===== src/rtl/enhanced_processor_pkg.sv =====
// Shared definitions for the enhanced bus-based processor:
// opcodes, step encodings and ALU function select.
package enhanced_processor_pkg;

    typedef enum logic [2:0] {
        OP_MV   = 3'b000,
        OP_MVI  = 3'b001,
        OP_ADD  = 3'b010,
        OP_SUB  = 3'b011,
        OP_AND  = 3'b100,
        OP_OR   = 3'b101,
        OP_MVNZ = 3'b110,
        OP_XOR  = 3'b111
    } op_e;

    typedef enum logic [1:0] {
        T0 = 2'd0,
        T1 = 2'd1,
        T2 = 2'd2,
        T3 = 2'd3
    } step_e;

    typedef enum logic [2:0] {
        ALU_ADD = 3'd0,
        ALU_SUB = 3'd1,
        ALU_AND = 3'd2,
        ALU_OR  = 3'd3,
        ALU_XOR = 3'd4
    } alu_e;

    // Three-step ALU instructions versus single-step moves.
    function automatic logic is_alu(op_e op);
        return !(op inside {OP_MV, OP_MVI, OP_MVNZ});
    endfunction

    function automatic alu_e alu_sel(op_e op);
        case (op)
            OP_SUB:  return ALU_SUB;
            OP_AND:  return ALU_AND;
            OP_OR:   return ALU_OR;
            OP_XOR:  return ALU_XOR;
            default: return ALU_ADD;
        endcase
    endfunction

endpackage


===== src/rtl/enhanced_processor_alu.sv =====
// Combinational ALU: add/sub with carry-borrow,
// plus bitwise and/or/xor (carry forced low).
module proc_alu
    import enhanced_processor_pkg::*;
#(
    parameter int BITS = 16
) (
    input  logic [BITS-1:0] A,
    input  logic [BITS-1:0] B,
    input  alu_e            func,
    output logic [BITS-1:0] result,
    output logic            carry
);

    // Result and carry for the selected function.
    always_comb begin
        result = '0;
        carry  = 1'b0;
        unique case (func)
            ALU_ADD: {carry, result} = {1'b0, A} + {1'b0, B};
            ALU_SUB: begin
                result = A - B;
                carry  = (A < B);
            end
            ALU_AND: result = A & B;
            ALU_OR:  result = A | B;
            ALU_XOR: result = A ^ B;
            default: result = '0;
        endcase
    end

endmodule


===== src/rtl/enhanced_processor.sv =====
// Multi-cycle bus processor: register file, bus mux,
// step counter, control decode and Z/C flags.
module enhanced_processor
    import enhanced_processor_pkg::*;
#(
    parameter int BITS  = 16,
    parameter int NREGS = 8
) (
    input  logic            Clock,
    input  logic            Reset,
    input  logic [BITS-1:0] DIN,
    input  logic            Run,
    output logic            Done,
    output logic [BITS-1:0] Bus,
    output logic            Z,
    output logic            C
);

    localparam int RW  = $clog2(NREGS);
    localparam int IRW = 3 + 2 * RW;

    step_e           step_q, step_d;
    logic [IRW-1:0]  ir_q, ir_d;
    logic [BITS-1:0] a_q, a_d;
    logic [BITS-1:0] g_q, g_d;
    logic            z_q, z_d;
    logic            c_q, c_d;
    logic [BITS-1:0] regs_q [NREGS];

    op_e             op;
    logic [RW-1:0]   rx;
    logic [RW-1:0]   ry;
    logic [BITS-1:0] bus;
    logic [BITS-1:0] alu_res;
    logic            alu_c;
    logic            wr_en;
    logic            done;

    assign op = op_e'(ir_q[IRW-1 -: 3]);
    assign rx = ir_q[2*RW-1 -: RW];
    assign ry = ir_q[RW-1:0];

    // Bus source select; nothing drives it in T0.
    always_comb begin
        bus = '0;
        unique case (step_q)
            T0: bus = '0;
            T1: begin
                if (is_alu(op))
                    bus = regs_q[rx];
                else if (op == OP_MVI)
                    bus = DIN;
                else
                    bus = regs_q[ry];
            end
            T2: bus = regs_q[ry];
            T3: bus = g_q;
            default: bus = '0;
        endcase
    end

    proc_alu #(
        .BITS(BITS)
    ) u_alu (
        .A      (a_q),
        .B      (bus),
        .func   (alu_sel(op)),
        .result (alu_res),
        .carry  (alu_c)
    );

    // Step sequencing, datapath loads and register write enable.
    always_comb begin
        step_d = step_q;
        ir_d   = ir_q;
        a_d    = a_q;
        g_d    = g_q;
        z_d    = z_q;
        c_d    = c_q;
        wr_en  = 1'b0;
        done   = 1'b0;
        unique case (step_q)
            T0: begin
                if (Run) begin
                    ir_d   = DIN[BITS-1 -: IRW];
                    step_d = T1;
                end
            end
            T1: begin
                if (is_alu(op)) begin
                    a_d    = bus;
                    step_d = T2;
                end else begin
                    wr_en  = !((op == OP_MVNZ) && z_q);
                    done   = 1'b1;
                    step_d = T0;
                end
            end
            T2: begin
                g_d    = alu_res;
                z_d    = (alu_res == '0);
                c_d    = alu_c;
                step_d = T3;
            end
            T3: begin
                wr_en  = 1'b1;
                done   = 1'b1;
                step_d = T0;
            end
            default: step_d = T0;
        endcase
    end

    // State update; reset wins over any pending write.
    always_ff @(posedge Clock) begin
        if (Reset) begin
            step_q <= T0;
            ir_q   <= '0;
            a_q    <= '0;
            g_q    <= '0;
            z_q    <= 1'b0;
            c_q    <= 1'b0;
            for (int i = 0; i < NREGS; i++)
                regs_q[i] <= '0;
        end else begin
            step_q <= step_d;
            ir_q   <= ir_d;
            a_q    <= a_d;
            g_q    <= g_d;
            z_q    <= z_d;
            c_q    <= c_d;
            if (wr_en)
                regs_q[rx] <= bus;
        end
    end

    assign Done = done;
    assign Bus  = bus;
    assign Z    = z_q;
    assign C    = c_q;

endmodule

===== config.mk =====
export PLATFORM = sky130hd
export DESIGN_NAME = enhanced_processor
export DESIGN_NICKNAME = d
export VERILOG_FILES = /design/src/rtl/enhanced_processor_pkg.sv /design/src/rtl/enhanced_processor_alu.sv /design/src/rtl/enhanced_processor.sv
export SDC_FILE = /design/constraint.sdc
export NUM_CORES = 1
export LEC_CHECK = 0
export CAP_MARGIN = 40
export CORE_AREA = 2 2 240 195
export CTS_CLUSTER_DIAMETER = 60
export DETAILED_ROUTE_END_ITERATION = 6
export DIE_AREA = 0 0 242 197
export PLACE_DENSITY_LB_ADDON = 0.3
export SYNTH_ARGS = -nofsm -noshare
export SYNTH_HDL_FRONTEND = slang
export SYNTH_SLANG_ARGS = --single-unit

===== constraint.sdc =====
create_clock -name Clock -period 8.51 [get_ports Clock]
set_input_delay 0.851 -clock Clock [delete_from_list [all_inputs] [get_ports Clock]]
set_output_delay 0.851 -clock Clock [all_outputs]
set_load 0.05 [all_outputs]

==> load_flow_metrics.sql <==
INSERT INTO impl_metrics (metric_group, metric, value, unit) VALUES
('floorplanning', 'io_pins', '38', ''),
('yosys', 'synth_top_cell_area_share', '34.41', '%'),
('global_routing', 'grt_max_degree', '41', ''),
('yosys', 'synth_compound_area_share', '12.94', '%'),
('sta', 'fin_crit_sh', '74.08', '%'),
('yosys', 'post_synth_mux_area_share', '17.55', '%'),
('yosys', 'netlist_area', '11170', 'sq um'),
('cts', 'post_cts.resized_instances', '0', ''),
('worst_setup_path', 'cp_startpoint_kind', 'register', ''),
('worst_setup_path', 'cpMaxStageDelayCell', 'and3b_1', ''),
('place', 'port_buffers', '37', ''),
('place', 'hpwlAfterDp', '25070', 'microns'),
('cts', 'ctsRootBufferMaster', 'clkbuf_16', ''),
('worst_setup_path', 'endpoint_kind', 'register', ''),
('yosys', 'synthFlopType', 'edfxtp_1', ''),
('cts', 'clk_path_buf_depth', '2', ''),
('sta', 'timing_max_transition_violations_final', '0', ''),
('worst_setup_path', 'path_class', 'reg2reg', ''),
('yosys', 'synth.yosys.warnings', '0', ''),
('power', 'p_leak', '4.666', 'nW'),
('yosys', 'most_area_hungry_cell_type_in_the_yosys_netlist', 'edfxtp_1', ''),
('yosys', 'share_of_the_synthesized_netlist_area_taken_by_xor_and_xnor_gates', '0.3136', '%'),
('worst_setup_path', 'critPathArrivalTime', '6.70', 'ns'),
('place', 'place_ws', '2.280', 'ns'),
('yosys', 'async_s_r_ff_share_synth', '0', '%'),
('yosys', 'synth_fp_nets', '1156', ''),
('worst_hold_path', 'hold_class', 'reg2reg', ''),
('sta', 'finalHoldViolCount', '0', ''),
('finish', 'final_nets', '1187', ''),
('worst_setup_path', 'critical_path.most_common_cell', 'inv_1', ''),
('drt', 'vias_per_cell', '5.009', ''),
('yosys', 'ys_ff_latch', '179', ''),
('yosys', 'dominant_combinational_cell_family_by_area_after_synthesis', 'multiplexers', ''),
('worst_setup_path', 'cpPeakStageDelay', '0.82', 'ns'),
('place', 'routabilityCongestion', '0.8505', ''),
('worst_setup_path', 'count_of_buffer_and_inverter_cells_on_the_critical_path', '3', ''),
('sta', 'skew', '0.01280', 'ns'),
('floorplanning', 'core_box_area', '45190', 'sq um'),
('cts', 'cts_tree', 'built', ''),
('power', 'power.total', '0.002315', 'W'),
('status', 'outcome', 'finished clean', ''),
('sta', 'post-route-worst-setup-slack', '2.205', 'ns'),
('worst_setup_path', 'required', '8.90', 'ns'),
('sta', 'period_minus_slack', '6.305', 'ns'),
('sta', 'grt_setup_unrepaired', 'no', ''),
('power', 'power_density', '175.6', 'nW/um^2'),
('cts', 'clock_network_latency_to_the_later_pin_of_the_worst_skew_pair', '0.45', 'ns'),
('floorplanning', 'placementRows', '70', ''),
('yosys', 'netlist_instances', '1085', ''),
('sta', 'setup_viol_count_final', '0', ''),
('cts', 'cts_hold_buf', '0', ''),
('worst_setup_path', 'path_max_fanout', '18', ''),
('drt', 'routed_wire_length_per_instance', '20.17', 'microns'),
('yosys', 'yosys-top-cells-count', 'nor2_1, edfxtp_1, nand2_1, a21oi_1, mux4_2', ''),
('global_routing', 'track_usage', '14.83', '%'),
('floorplanning', 'die_x', '242', 'microns'),
('global_routing', 'overflow', '0', ''),
('drt', 'via_count', '8721', ''),
('global_routing', 'antenna_found_initial', '0', ''),
('power', 'ir_drop', '0.1381', 'mV'),
('yosys', 'area_contributors_post_synth', 'edfxtp_1, mux4_2, dfxtp_1', ''),
('finish', 'area.growth.synth_to_final', '18.00', '%'),
('finish', 'final-seq-area', '4867', 'sq um'),
('sta', 'worst_case_headroom_to_the_max_slew_limit', '40.80', '%'),
('finish', 'area_of_combinational_cells_with_multiple_inputs', '5836', 'sq um'),
('worst_setup_path', 'crit_chain', 'inv_1, or3_1, o21ai_0, and3b_1, a21oi_2, inv_1, ha_1, inv_1, fa_1, nor2b_1, o21ai_1, a21oi_1, o311a_1, nor4_1, nand4_1, a2111oi_0, and4_1, a21o_1', ''),
('yosys', 'synth_adder_area_share', '5.959', '%'),
('worst_setup_path', 'path_delay_family', 'simple AND/OR/NAND/NOR gates', ''),
('yosys', 'synth_enable_flop_cells', '128', ''),
('yosys', 'seq_area_frac_synth', '43.55', '%'),
('sta', 'worst_pin_slew', '0.8881', 'ns');
-- placed cells by master (no fill, tap or decap), types with 26 or more instances in the layout --
cell	netlist	layout
ha_1	50	50
dfxtp_1	51	49
nor2_1	200	200
inv_1	53	53
clkdlybuf4s50_1	0	36
nand2_1	111	111
buf_4	0	26
edfxtp_1	128	128
o21ai_0	43	43
a21oi_1	72	72
mux2i_1	35	35
mux4_2	64	64
-- worst reg2reg max path, cell delays in order, from the launching register on --
cell,delay [ns]
dfxtp_1,0.81
inv_1,0.38
or3_1,0.46
o21ai_0,0.21
and3b_1,0.83
a21oi_2,0.31
inv_1,0.21
ha_1,0.21
inv_1,0.06
fa_1,0.38
nor2b_1,0.16
o21ai_1,0.28
a21oi_1,0.14
o311a_1,0.30
nor4_1,0.33
nand4_1,0.18
a2111oi_0,0.58
and4_1,0.29
a21o_1,0.11
-- kinds of logic after synthesis --
logic type | Yosys count
and+or+nand+nor | 400
AOI/OAI and AO/OA | 214
DFF | 179
buffers and inverters | 122
muxes | 114
adders and majority gates | 52
xor gates and xnor gates | 4
-- where the power goes --
group,internal [W],leakage [nW],switching (W)
sequential,0.000965,1.74,0.0000226
clock,0.000525,0.311,0.000331
combinational,0.000185,2.62,0.000286
-- metal layers --
| metal | track usage [%] | share of wire (%) |
|---|---|---|
| met4 | 3.749 | 1.5 |
| met1 | 21.31 | 47 |
| met2 | 23.58 | 46 |
| met5 | 0 | 0 |
| met3 | 1.947 | 5.5 |
-- flip-flops by register name, indices dropped and copies added (netlist names), named ones only --
| name | count |
|---|---|
| step_q | 1 |
| C | 1 |
| g_q | 16 |
| a_q | 16 |
| Z | 1 |
| regs_q | 128 |
| ir_q | 9 |
-- cell type report --
class	instances	area share [%]
well taps	612	5.809
clock buffers	20	3.389
repair buffers	80	6.654
clock inverters	12	1.414
flip-flops and latches	179	36.92
inverters	54	1.538
multi-input cells	784	44.27
-- final timing paths --
kind,startpoint,end,slack (ns),depth (start not counted)
worst max-delay path,ir_q[8],Z,2.21,18
worst min-delay path,g_q[12],g_q[12],0.46,2
worst max register to register,ir_q[8],Z,2.21,18
worst min register to register,g_q[12],g_q[12],0.46,2
-- stage by stage --
| stage | utilization (%) | hold WS (ns) | cell area (sq um) | std cells |
|---|---|---|---|---|
| finish | 29.17 | 0.4637 | 13180 | 1741 |
| global route | 29.17 | 0.5099 | 13180 | 1741 |
| CTS | 29.17 | 0.4663 | 13180 | 1741 |
| detailed placement | 27.77 | 0.4514 | 12550 | 1709 |
| global placement | 27.00 | 0.4489 | 12200 | 1688 |
| floorplan | - | 0.4366 | 11170 | 1085 |
Note: power is estimated with default switching activity, not from simulation.
